$ cat config.mk
export PLATFORM = sky130hd
export DESIGN_NAME = alu_operand_collector
export DESIGN_NICKNAME = d
export VERILOG_FILES = /design/src/rtl/alu_operand_collector.sv
export SDC_FILE = /design/constraint.sdc
export NUM_CORES = 1
export LEC_CHECK = 0
export CORE_UTILIZATION = 25
export CTS_BUF_LIST = sky130_fd_sc_hd__clkbuf_4 sky130_fd_sc_hd__clkbuf_8 sky130_fd_sc_hd__clkbuf_16
export CTS_CLUSTER_SIZE = 14
export DETAILED_ROUTE_END_ITERATION = 12
export MAX_ROUTING_LAYER = met4
export SLEW_MARGIN = 15
export SYNTH_ARGS = -nofsm -noshare
export SYNTH_HDL_FRONTEND = slang
export SYNTH_SLANG_ARGS = --single-unit
$ cat constraint.sdc
create_clock -name clk -period 4.7 [get_ports clk]
set_input_delay 0.47 -clock clk [delete_from_list [all_inputs] [get_ports clk]]
set_output_delay 0.47 -clock clk [all_outputs]
set_load 0.03 [all_outputs]
$ cat src/rtl/alu_operand_collector.sv
// alu_operand_collector: issue stage in front of the registered N-bit ALU.
// Collects operand beats (A and B may arrive separately), merges them for one
// command and issues a single-cycle ce-qualified request. If an operand is still
// missing after TIMEOUT cycles, it issues the partial request and flags timeout_err.
// Optional feature macro: ALU_CMD_CHECK_EN (reject illegal commands, pulse cmd_err).
module alu_operand_collector #(
    parameter int N       = 8,
    parameter int TIMEOUT = 16
) (
    input  logic         clk,
    input  logic         rst,
    input  logic         s_valid,
    output logic         s_ready,
    input  logic         s_mode,
    input  logic [3:0]   s_cmd,
    input  logic         s_cin,
    input  logic [1:0]   s_sel,
    input  logic [N-1:0] s_opa,
    input  logic [N-1:0] s_opb,
    output logic         alu_ce,
    output logic         alu_mode,
    output logic [3:0]   alu_cmd,
    output logic         alu_cin,
    output logic [1:0]   alu_inp_valid,
    output logic [N-1:0] alu_opa,
    output logic [N-1:0] alu_opb,
    output logic         busy,
    output logic         timeout_err,
    output logic         cmd_err
);

    localparam int TW = (TIMEOUT > 2) ? $clog2(TIMEOUT) : 1;
    localparam logic [TW-1:0] TLAST = TW'(TIMEOUT - 1);

    typedef enum logic [1:0] {S_IDLE, S_COLLECT, S_ISSUE} state_t;

    state_t         r_state, w_state_n;
    logic           r_mode, w_mode_n;
    logic [3:0]     r_cmd, w_cmd_n;
    logic           r_cin, w_cin_n;
    logic [1:0]     r_got, w_got_n;
    logic [N-1:0]   r_a, w_a_n, r_b, w_b_n;
    logic [TW-1:0]  r_timer, w_timer_n;
    logic           r_to, w_to_n;

    logic           r_alu_ce, w_alu_ce_n;
    logic           r_alu_mode, w_alu_mode_n;
    logic [3:0]     r_alu_cmd, w_alu_cmd_n;
    logic           r_alu_cin, w_alu_cin_n;
    logic [1:0]     r_alu_iv, w_alu_iv_n;
    logic [N-1:0]   r_alu_opa, w_alu_opa_n, r_alu_opb, w_alu_opb_n;
    logic           r_busy, w_busy_n;
    logic           r_terr, w_terr_n;
    logic           r_cerr, w_cerr_n;

    logic           w_accept;
    logic [1:0]     w_need_in, w_need_hold, w_got_merge;
    logic           w_illegal;

    function automatic logic [1:0] f_need(input logic mode, input logic [3:0] cmd);
        logic [1:0] n;
        n = 2'b11;
        if (mode) begin
            case (cmd)
                4'd4, 4'd5: n = 2'b01;
                4'd6, 4'd7: n = 2'b10;
                default:    n = 2'b11;
            endcase
        end else begin
            case (cmd)
                4'd6, 4'd8,  4'd10: n = 2'b01;
                4'd7, 4'd9,  4'd11: n = 2'b10;
                default:            n = 2'b11;
            endcase
        end
        return n;
    endfunction

    // s_ready is decoded from the state register and forced low while rst is held
    assign s_ready = (r_state != S_ISSUE) && !rst;

    // Next-state, operand merge and registered-output next values
    always_comb begin
        w_accept     = s_valid & s_ready;
        w_need_in    = f_need(s_mode, s_cmd);
        w_need_hold  = f_need(r_mode, r_cmd);
        w_got_merge  = r_got | (w_accept ? s_sel : 2'b00);
`ifdef ALU_CMD_CHECK_EN
        w_illegal    = s_mode ? (s_cmd > 4'd12) : (s_cmd > 4'd13);
`else
        w_illegal    = 1'b0;
`endif
        w_state_n    = r_state;
        w_mode_n     = r_mode;
        w_cmd_n      = r_cmd;
        w_cin_n      = r_cin;
        w_got_n      = r_got;
        w_a_n        = r_a;
        w_b_n        = r_b;
        w_timer_n    = r_timer;
        w_to_n       = r_to;
        w_alu_ce_n   = 1'b0;
        w_alu_mode_n = r_alu_mode;
        w_alu_cmd_n  = r_alu_cmd;
        w_alu_cin_n  = r_alu_cin;
        w_alu_iv_n   = r_alu_iv;
        w_alu_opa_n  = r_alu_opa;
        w_alu_opb_n  = r_alu_opb;
        w_terr_n     = 1'b0;
        w_cerr_n     = 1'b0;

        case (r_state)
            S_IDLE: begin
                if (w_accept && (s_sel != 2'b00)) begin
                    if (w_illegal) begin
                        w_cerr_n = 1'b1;
                    end else begin
                        w_mode_n  = s_mode;
                        w_cmd_n   = s_cmd;
                        w_cin_n   = s_cin;
                        w_got_n   = s_sel;
                        w_a_n     = s_sel[0] ? s_opa : '0;
                        w_b_n     = s_sel[1] ? s_opb : '0;
                        w_timer_n = '0;
                        w_to_n    = 1'b0;
                        w_state_n = ((s_sel & w_need_in) == w_need_in) ? S_ISSUE : S_COLLECT;
                    end
                end
            end
            S_COLLECT: begin
                w_got_n = w_got_merge;
                if (w_accept && s_sel[0]) w_a_n = s_opa;
                if (w_accept && s_sel[1]) w_b_n = s_opb;
                // A completing beat takes priority over an expiring timer
                if ((w_got_merge & w_need_hold) == w_need_hold) begin
                    w_state_n = S_ISSUE;
                end else if (r_timer == TLAST) begin
                    w_state_n = S_ISSUE;
                    w_to_n    = 1'b1;
                end else begin
                    w_timer_n = r_timer + TW'(1);
                end
            end
            S_ISSUE: begin
                w_alu_ce_n   = 1'b1;
                w_alu_mode_n = r_mode;
                w_alu_cmd_n  = r_cmd;
                w_alu_cin_n  = r_cin;
                w_alu_iv_n   = r_got;
                w_alu_opa_n  = r_got[0] ? r_a : '0;
                w_alu_opb_n  = r_got[1] ? r_b : '0;
                w_terr_n     = r_to;
                w_got_n      = 2'b00;
                w_to_n       = 1'b0;
                w_state_n    = S_IDLE;
            end
            default: w_state_n = S_IDLE;
        endcase

        w_busy_n = (w_state_n != S_IDLE);
    end

    // State and output registers with synchronous reset
    always_ff @(posedge clk) begin
        if (rst) begin
            r_state    <= S_IDLE;
            r_mode     <= 1'b0;
            r_cmd      <= '0;
            r_cin      <= 1'b0;
            r_got      <= '0;
            r_a        <= '0;
            r_b        <= '0;
            r_timer    <= '0;
            r_to       <= 1'b0;
            r_alu_ce   <= 1'b0;
            r_alu_mode <= 1'b0;
            r_alu_cmd  <= '0;
            r_alu_cin  <= 1'b0;
            r_alu_iv   <= '0;
            r_alu_opa  <= '0;
            r_alu_opb  <= '0;
            r_busy     <= 1'b0;
            r_terr     <= 1'b0;
            r_cerr     <= 1'b0;
        end else begin
            r_state    <= w_state_n;
            r_mode     <= w_mode_n;
            r_cmd      <= w_cmd_n;
            r_cin      <= w_cin_n;
            r_got      <= w_got_n;
            r_a        <= w_a_n;
            r_b        <= w_b_n;
            r_timer    <= w_timer_n;
            r_to       <= w_to_n;
            r_alu_ce   <= w_alu_ce_n;
            r_alu_mode <= w_alu_mode_n;
            r_alu_cmd  <= w_alu_cmd_n;
            r_alu_cin  <= w_alu_cin_n;
            r_alu_iv   <= w_alu_iv_n;
            r_alu_opa  <= w_alu_opa_n;
            r_alu_opb  <= w_alu_opb_n;
            r_busy     <= w_busy_n;
            r_terr     <= w_terr_n;
            r_cerr     <= w_cerr_n;
        end
    end

    assign alu_ce        = r_alu_ce;
    assign alu_mode      = r_alu_mode;
    assign alu_cmd       = r_alu_cmd;
    assign alu_cin       = r_alu_cin;
    assign alu_inp_valid = r_alu_iv;
    assign alu_opa       = r_alu_opa;
    assign alu_opb       = r_alu_opb;
    assign busy          = r_busy;
    assign timeout_err   = r_terr;
    assign cmd_err       = r_cerr;

endmodule

==> results of run 1 <==
routing by layer:
metal	vias up	wire length [µm]
met5	-	0
met4	0	61
met1	1044	3000
met2	55	2690
met3	6	359
li1	1118	-
state kept, by name, indices dropped and copies added (netlist names), 4 cells and up:
name / flops
alu_opa: 8
alu_cmd: 4
alu_opb: 8
r_a: 8
r_cmd: 4
r_timer: 4
r_b: 8
layout make-up:
class	instances	area, µm²
Clock buffer	9	124
Clock inverter	7	125
Fill cell	1003	6310
Inverter	6	22.5
Multi-Input combinational cell	208	1240
Sequential cell	58	1160
Tap cell	133	166
Timing Repair Buffer	54	536
logic make-up (layout without fill, tap and decap cells):
kind of cell,Yosys count,in the layout,share of synthesized area
buffers and inverters,20,76,0.0327
other,1,1,0.00151
muxes,12,12,0.0483
AOI/OAI and AO/OA,73,73,0.194
adders and majority gates,5,5,0.0252
and+or+nand+nor,117,117,0.231
DFF,58,58,0.467
critical path: cells and delay by family, from the launching register on:
family / cells / cell delay (ns)
fa+ha+maj: 1 / 0.44
flops: 1 / 0.40
simple gates: 1 / 0.29
buf+inv: 2 / 0.84
cells in the final DEF, fill, tap and decap left out, types with 9 or more instances in the layout:
| master | n |
|---|---|
| a22oi_1 | 16 |
| a21oi_1 | 31 |
| nor2_1 | 42 |
| nand3_1 | 22 |
| dfxtp_1 | 58 |
| clkbuf_8 | 9 |
| mux2i_1 | 12 |
| clkdlybuf4s50_1 | 53 |
| nand2_1 | 27 |
how the worst max path moves through the flow:
stage / cells past startpoint / slack, ns / to
finish: 4 / 1.91 / s_ready
global route: 8 / 1.72 / r_b[4]$_SDFFE_PP0P_
CTS: 4 / 1.88 / s_ready
detailed placement: 7 / 1.85 / r_timer[3]$_SDFFE_PP0P_
global placement: 7 / 1.90 / r_timer[3]$_SDFFE_PP0P_
floorplan: 8 / 2.49 / r_timer[3]$_SDFFE_PP0P_
power by group through the flow:
stage          sequential (W)  clock, W  combinational, W
3_3_place_gp         0.000532         0          0.000152
2_1_floorplan        0.000534         0         0.0000952
4_1_cts              0.000521  0.000588          0.000155
3_5_place_dp         0.000532         0          0.000154
5_1_grt              0.000524  0.000612          0.000170
6_report             0.000521  0.000578          0.000154
stage by stage:
step	hold WS [ns]	instances
finish	0.452	475
global route	0.472	475
CTS	0.454	475
detailed placement	0.445	459
global placement	0.439	459
floorplan	0.430	286
==> summary.md, run 1 <==
| Metric | Value |
|---|---|
| DR DRC count | `0` |
| # diodes | `0` |
| Worst-Margin Slew | `roughly 1.1 ns` |
| Syn_nets | `about 320` |
| Via count | `about 2200` |
| Post-synthesis sequential area ratio | `0.467` |
| Slowest stage cell on the critical path | `clkdlybuf4s50_1` |
| Library cells used by synthesis | `47` |
| Main synth FF type | `dfxtp_1` |
| GPL Wtd Cong | `~0.84` |
| Max clock buf depth | `2` |
| Top cell type's share of synthesized area | `0.467` |
| Hold WC Path Type | `flop to flop` |
| Wire per inst | `between 10 and 15 µm` |
| Reg-to-Reg Start | `r_state[0]$_SDFF_PP0_` |
| Die X-Extent | `about 100 µm` |
| Commonest cells in the netlist | `dfxtp_1, nor2_1, a21oi_1` |
| R2r setup slk | `between 1.5 and 2 ns` |
| Core area | `9680 µm²` |
| Rows | `36` |
| Hold Path Origin | `r_a[3]$_SDFFE_PP0P_` |
| Cell Area, Synth | `around 2500 µm²` |
| Post-synth top area cell | `dfxtp_1` |
| Final Skew | `around 0.007 ns` |
| Hold endpoint | `r_a[3]$_SDFFE_PP0P_` |
| Cts bufs inserted | `9` |
| Htree depth | `3` |
| Critical path type | `flop to output pin` |
| Relative slew slack | `0.292` |
| Peak Freq | `about 360 MHz` |
| Crit Reg-Reg Endpoint | `r_b[5]$_SDFFE_PP0P_` |
| CP startpoint kind | `flop` |
| Worst setup margin | `between 1.5 and 2 ns` |
| RSZ-0062 raised after global routing | `no` |
| I/O pin count | `56` |
| Fin area | `around 3400 µm²` |
| Worst Setup SP | `r_state[0]$_SDFF_PP0_` |
| R2r worst-path depth | `8` |
| Dominant cells by area after synthesis | `dfxtp_1, nor2_1, a21oi_1, mux2i_1, a22oi_1` |
| Ys Warns | `0` |
| Synth Instances | `between 200 and 300` |
| Met3 Usage GRT | `0.0469` |
| Tot GR Track Use | `0.127` |
| Die height | `102 µm` |
| Period minus WS final | `roughly 2.8 ns` |
| CP Data Required Time | `~4.2 ns` |
| Routing usage on met2 | `0.187` |
| Layout area overhead | `35.9%` |
| Switching Share | `0.260` |
| Vias in the first global route | `between 2000 and 2500` |
| Share of cells above drive strength 1 | `0.0819` |
| Max Cap Viol | `0` |
| Grt total ovfl | `0` |
| Most frequent cell after synthesis | `dfxtp_1` |
| Worst EP arrival | `2.32 ns` |
| Peak supply drop | `about 0.00015 V` |
| Post-CTS Setup Inserts | `0` |
| Antenna violations before repair | `0` |
| Part of the cycle the worst path needs | `0.593` |
| Worst-path clk slew | `0.07 ns` |
| Fin. max-slew vios | `0` |
| PD cells | `between 300 and 400 nW/µm²` |
| Setup_tns | `0 ns` |
| CTS resizes | `0` |
| Initial Util | `0.257` |
| Dpl cell area | `3130 µm²` |
| CP Capture Type | `output pin` |
| Worst Path Max Fanout | `13` |
| Crit-path cells | `inv_1 -> ha_1 -> nor2_1 -> clkdlybuf4s50_1` |
| Final Hold Vio Count | `0` |
| TritonCTS clock tree | `done` |
| Number of routed nets with antenna violations | `0` |
| Clock power share | `0.461` |
| Outcome | `completed` |
| Post-Route WL | `between 6 and 7 mm` |
| CTS hold repair buffers | `0` |
| First-pass GRT wire length | `between 9 and 10 mm` |
| Syn avg cell area | `8.69 µm²` |
| Met1 GRT Util | `0.161` |
| Pre-CTS setup slack | `roughly 1.8 ns` |
| Clock Sinks | `between 50 and 60` |
| Die ar. | `just over 10000 µm²` |
| Comb power frac | `0.123` |
| Vias per inst | `around 4.7` |
| Starting DRT DRC Count | `roughly 120` |
| Sequential power share | `0.416` |
| Worst-skew pair later-pin latency | `about 0.34 ns` |
| Gr busiest metal | `met2` |
| DR pass1 iterations | `4` |
| Setup Viol. Count Final | `0` |
| Nets | `369` |
| Cell-internal power | `0.000927 W` |
| Final core occ | `0.349` |
| Number of port buffers | `between 50 and 60` |
| Number of synthesized flops with an enable pin | `0` |
| Max stage delay on crit path | `between 0.7 and 0.8 ns` |
| Largest net degree at the start of global routing | `61` |
| Total power | `around 0.0013 W` |
| Leakage power | `roughly 1.2 nW` |
| Async set or reset register ratio after synthesis | `0` |
| Root Driver | `clkbuf_8` |
| Number of synthesized register bits | `58` |
| Hold path depth | `2` |
| HPWL after DPL | `around 4.2 mm` |
| P_sw | `around 0.00033 W` |
Power figures use the tool's default switching activity.
==> inputs of run 2 (changes only) <==
clock period = 2.6 ns   (was 4.7 ns; I/O delays follow)
==> run 2 against run 1 <==
- non-clock buffer count increased by 5
- cell area shrank 0.81%
- hold slack lost 0.028 ns
- clock skew rose by 0.0048 ns
- clock-buffer cell count grew 1
- die area unchanged
- first-iteration DRC count shrank 5.9%
- critical path type unchanged
- critical endpoint unchanged
==> summary.md, run 2 (synthesized netlist as in run 1, its figures left out) <==
| Metric | Value |
|---|---|
| Outcome | `completed` |
| Post-Route WL | `approximately 6.2 mm` |
| Peak supply drop | `approximately 0.00022 V` |
| CP Data Required Time | `roughly 2.3 ns` |
| Period minus WS final | `between 2 and 2.5 ns` |
| Leakage power | `~1.1 nW` |
| Die ar. | `10300 µm²` |
| DR WL met3 | `approximately 380 µm` |
| Worst-path clk slew | `~0.080 ns` |
| CP startpoint kind | `flop` |
| Setup_tns | `0 ns` |
| Register Area | `~1200 µm²` |
| # diodes | `0` |
| Nets | `about 370` |
| Share of cells above drive strength 1 | `0.101` |
| Commonest non-fill, non-tap cell in the layout | `dfxtp_1` |
| DR pass1 iterations | `5` |
| Slowest stage cell on the critical path | `clkdlybuf4s50_1` |
| DR DRC count | `0` |
| R2r setup slk | `between 0.3 and 0.4 ns` |
| Multi-input logic area | `about 1200 µm²` |
| Part of the cycle the worst path needs | `0.888` |
| Fin. max-slew vios | `0` |
| Final core occ | `0.346` |
| Root Driver | `clkbuf_8` |
| Number of port buffers | `54` |
| Setup Viol. Count Final | `0` |
| Top Metal Used | `met4` |
| Grt total ovfl | `0` |
| First-pass GRT wire length | `around 10 mm` |
| Worst-skew pair later-pin latency | `approximately 0.34 ns` |
| WL met2 | `approximately 2.8 mm` |
| CP Capture Type | `output pin` |
| Vias in the first global route | `~2200` |
| Max Cap Viol | `0` |
| Initial Util | `0.257` |
| Worst EP arrival | `between 2 and 2.5 ns` |
| HPWL after DPL | `roughly 4.4 mm` |
| Crit-path cells | `inv_1 -> ha_2 -> nor2_1 -> clkdlybuf4s50_1` |
| I/O pin count | `56` |
| Relative slew slack | `0.595` |
| Vias per inst | `roughly 4.7` |
| Largest net degree at the start of global routing | `35` |
| Most frequent cells in the layout | `dfxtp_1, clkdlybuf4s50_1, nor2_1, a21oi_1, nand2_1` |
| Layout area overhead | `34.8%` |
| Max clock buf depth | `2` |
| Hold WC Path Type | `primary input to flop` |
| Worst setup margin | `0.292 ns` |
| Clock Sinks | `slightly below 60` |
| Worst Path Max Fanout | `8` |
| Fillers | `between 1000 and 1500` |
| Tot GR Track Use | `0.134` |
| TritonCTS clock tree | `done` |
| Die X-Extent | `102 µm` |
| Peak Freq | `between 400 and 500 MHz` |
| Die height | `102 µm` |
| Hold Slack | `0.424 ns` |
| Critical path type | `flop to output pin` |
| Wire per inst | `approximately 13 µm` |
| Worst-Margin Slew | `0.607 ns` |
| Htree depth | `3` |
| Cts bufs inserted | `9` |
| Max stage delay on crit path | `0.72 ns` |
| CP Buf/Inv Count | `2` |
| Number of routed nets with antenna violations | `0` |
| Via count | `around 2200` |
| Antenna violations before repair | `0` |
| Starting DRT DRC Count | `between 100 and 150` |
| CP delay by family, top | `buffers and inverters` |
| GPL Wtd Cong | `roughly 0.9` |
| Final Hold Vio Count | `0` |
| Final Skew | `~0.012 ns` |
| Wl on met1 | `approximately 3.0 mm` |
| Pre-CTS setup slack | `0.278 ns` |
| RSZ-0062 raised after global routing | `no` |
| Rows | `36` |
| Core area | `about 9700 µm²` |
| PD cells | `between 500 and 600 nW/µm²` |
## run 2: cell count changes in the layout (fill, tap and decap cells not counted), sizes merged
cell	previous run	this run
inv	7	5
clkbuf	9	10
clkinvlp	0	2
bufinv	3	0
clkinv	3	5
buf	1	6
## run 2: metrics by stage
| step | power [W] | area, µm² | std cells |
|---|---|---|---|
| after detailed placement | 0.00125 | 3170 | 464 |
| after CTS | 0.00200 | 3350 | 480 |
| final | 0.00198 | 3350 | 480 |
| after global routing | 0.00208 | 3350 | 480 |
| after floorplan | 0.00114 | 2490 | 286 |
| after global placement | 0.00125 | 3170 | 464 |
## run 2: area by class of cell
cell class | instances | share of cell area
clock buffer | 10 | 0.0411
clock inverter | 6 | 0.0127
inverter | 6 | 0.00672
multi-input combinational | 208 | 0.372
sequential | 58 | 0.347
tap | 133 | 0.0497
timing repair buffer | 59 | 0.171
## run 2: tightest hold or removal path: stages
cell and delay [ns]:
buf_2 0.13, buf_4 0.22, nor2_1 0.11
## run 2: layer usage
layer	global-route usage	vias up
met3	0.0414	4
met2	0.202	60
met5	-	-
li1	-	1127
met4	0.0468	0
met1	0.169	1057
## run 2: worst paths after layout
check / cells after the start / end / startpoint
worst max-delay path: 4 / s_ready / r_state[0]$_SDFF_PP0_
worst min-delay path: 3 / alu_inp_valid[1]$_SDFFE_PP0P_ / rst
worst max register to register: 8 / r_got[1]$_SDFFE_PP0P_ / r_state[0]$_SDFF_PP0_
worst min register to register: 2 / r_b[4]$_SDFFE_PP0P_ / r_b[4]$_SDFFE_PP0P_
## run 2: power by group
part / internal, W / switching, W / total (W)
Sequential: 0.000919 / 0.0000241 / 0.000943
Clock: 0.000371 / 0.000376 / 0.000746
Combinational: 0.000118 / 0.000171 / 0.000289
Total: 0.00141 / 0.000570 / 0.00198
## run 2: repair_timing
| action | 4_1_cts | 5_1_grt |
|---|---|---|
| hold buffers | 0 | 0 |
| buffers inserted | 0 | 0 |
| resized for setup | 0 | 2 |
| setup endpoints to repair | 0 | 2 |
| hold endpoints to repair | 0 | 0 |
==> inputs of run 3 (changes only) <==
CAP_MARGIN = 20   (was not set)
REMOVE_ABC_BUFFERS = 1   (was not set)
==> run 3 against run 2 <==
- critical path depth stayed put
- clock-buffer cell count is 3 higher
- register-to-register slack hardly changed
- largest cell class unchanged
- highest routed layer unchanged
==> summary.md, run 3 (synthesized netlist as in run 1, its figures left out) <==
| Metric | Value |
|---|---|
| Vias per inst | `approximately 4.7` |
| WL met2 | `around 2.8 mm` |
| Tot GR Track Use | `0.133` |
| Antenna violations before repair | `0` |
| Layout area overhead | `36.1%` |
| HPWL after DPL | `around 4.4 mm` |
| CP Capture Type | `output pin` |
| Setup_tns | `0 ns` |
| I/O pin count | `56` |
| Dpl cell area | `~3200 µm²` |
| Largest net degree at the start of global routing | `47` |
| TritonCTS clock tree | `done` |
| Post-CTS Setup Inserts | `0` |
| Part of the cycle the worst path needs | `0.903` |
| Die X-Extent | `102 µm` |
| Final core occ | `0.349` |
| PD cells | `approximately 630 nW/µm²` |
| Relative slew slack | `0.592` |
| CP Data Required Time | `2.34 ns` |
| Via count | `~2300` |
| Period minus WS final | `roughly 2.3 ns` |
| Most frequent cells in the layout | `dfxtp_1, clkdlybuf4s50_1, nor2_1, a21oi_1, nand2_1` |
| Core area | `about 9700 µm²` |
| Register Area | `approximately 1200 µm²` |
| CTS resizes | `0` |
| Wl on met1 | `between 3 and 4 mm` |
| Multi-input logic area | `1240 µm²` |
| Worst-skew pair later-pin latency | `approximately 0.32 ns` |
| DR pass1 iterations | `5` |
| Hold WC Path Type | `primary input to flop` |
| Starting DRT DRC Count | `~110` |
| # diodes | `0` |
| Die ar. | `roughly 10000 µm²` |
| Grt total ovfl | `0` |
| Final Skew | `around 0.005 ns` |
| DR DRC count | `0` |
| Cts bufs inserted | `9` |
| Number of routed nets with antenna violations | `0` |
| Worst-path clk slew | `approximately 0.06 ns` |
| Nets | `approximately 370` |
| First-pass GRT wire length | `~10 mm` |
| Final Hold Vio Count | `0` |
| CP startpoint kind | `flop` |
| Commonest non-fill, non-tap cell in the layout | `dfxtp_1` |
| Setup Viol. Count Final | `0` |
| Worst EP arrival | `approximately 2.1 ns` |
| Fin. max-slew vios | `0` |
| Vias in the first global route | `2171` |
| Max Cap Viol | `0` |
| Peak Freq | `426 MHz` |
| Clock Sinks | `58` |
| CTS hold repair buffers | `0` |
| Number of port buffers | `54` |
| Share of cells above drive strength 1 | `0.0925` |
| Leakage power | `around 1.2 nW` |
| Wire per inst | `~13 µm` |
| Initial Util | `0.257` |
| Hold path depth | `2` |
| Post-Route WL | `~6.2 mm` |
| Htree depth | `3` |
| Fin area | `between 3000 and 4000 µm²` |
| DR WL met3 | `around 360 µm` |
| Worst Path Max Fanout | `5` |
| GPL Wtd Cong | `about 0.86` |
| Outcome | `completed` |
| Rows | `36` |
| R2r worst-path depth | `8` |
| Critical path type | `flop to output pin` |
| RSZ-0062 raised after global routing | `no` |
| Max clock buf depth | `2` |
| Fillers | `between 900 and 1000` |
| Peak supply drop | `0.000235 V` |
| Pre-CTS setup slack | `about 0.26 ns` |
| Root Driver | `clkbuf_8` |
| Die height | `between 100 and 150 µm` |
| Worst-Margin Slew | `between 0.6 and 0.7 ns` |
| Top Metal Used | `met4` |
| Worst setup margin | `0.251 ns` |
## run 3: power by group
group	switching [W]	internal, W	total [W]
logic	0.000169	0.000116	0.000286
registers	0.0000237	0.000919	0.000943
clock network	0.000352	0.000547	0.000899
total	0.000545	0.00158	0.00213
## run 3: layout make-up
class	count	area share
Multi-Input combinational cell	208	0.368
Timing Repair Buffer	58	0.167
Clock buffer	13	0.0529
Sequential cell	58	0.343
Clock inverter	3	0.0133
Tap cell	133	0.0492
Inverter	6	0.00666
## run 3: metal layers
metal | GRT usage | vias to the layer above
li1 | - | 1127
met1 | 0.171 | 1052
met2 | 0.195 | 69
met3 | 0.0393 | 8
met4 | 0.0491 | 0
met5 | - | -
## run 3: final timing paths
check / startpoint / slack, ns / to
setup / recovery: r_state[0]$_SDFF_PP0_ / 0.25 / s_ready
hold reg to reg: r_a[0]$_SDFFE_PP0P_ / 0.45 / r_a[0]$_SDFFE_PP0P_
hold / removal: rst / 0.29 / alu_cmd[1]$_SDFFE_PP0P_
setup reg to reg: r_state[0]$_SDFF_PP0_ / 0.30 / r_got[1]$_SDFFE_PP0P_
## run 3: worst max-delay path, stage by stage (launching register included)
cell and delay, ns:
dfxtp_1 0.41, inv_1 0.11, ha_1 0.26, nor2_1 0.26, clkdlybuf4s50_1 0.73
## run 3: metrics by stage
step / total power [W] / instances / hold WS, ns
after floorplan: 0.00112 / 272 / 0.329
after global placement: 0.00124 / 463 / 0.438
after detailed placement: 0.00125 / 463 / 0.443
after CTS: 0.00215 / 479 / 0.271
after global routing: 0.00224 / 479 / 0.284
final: 0.00213 / 479 / 0.289
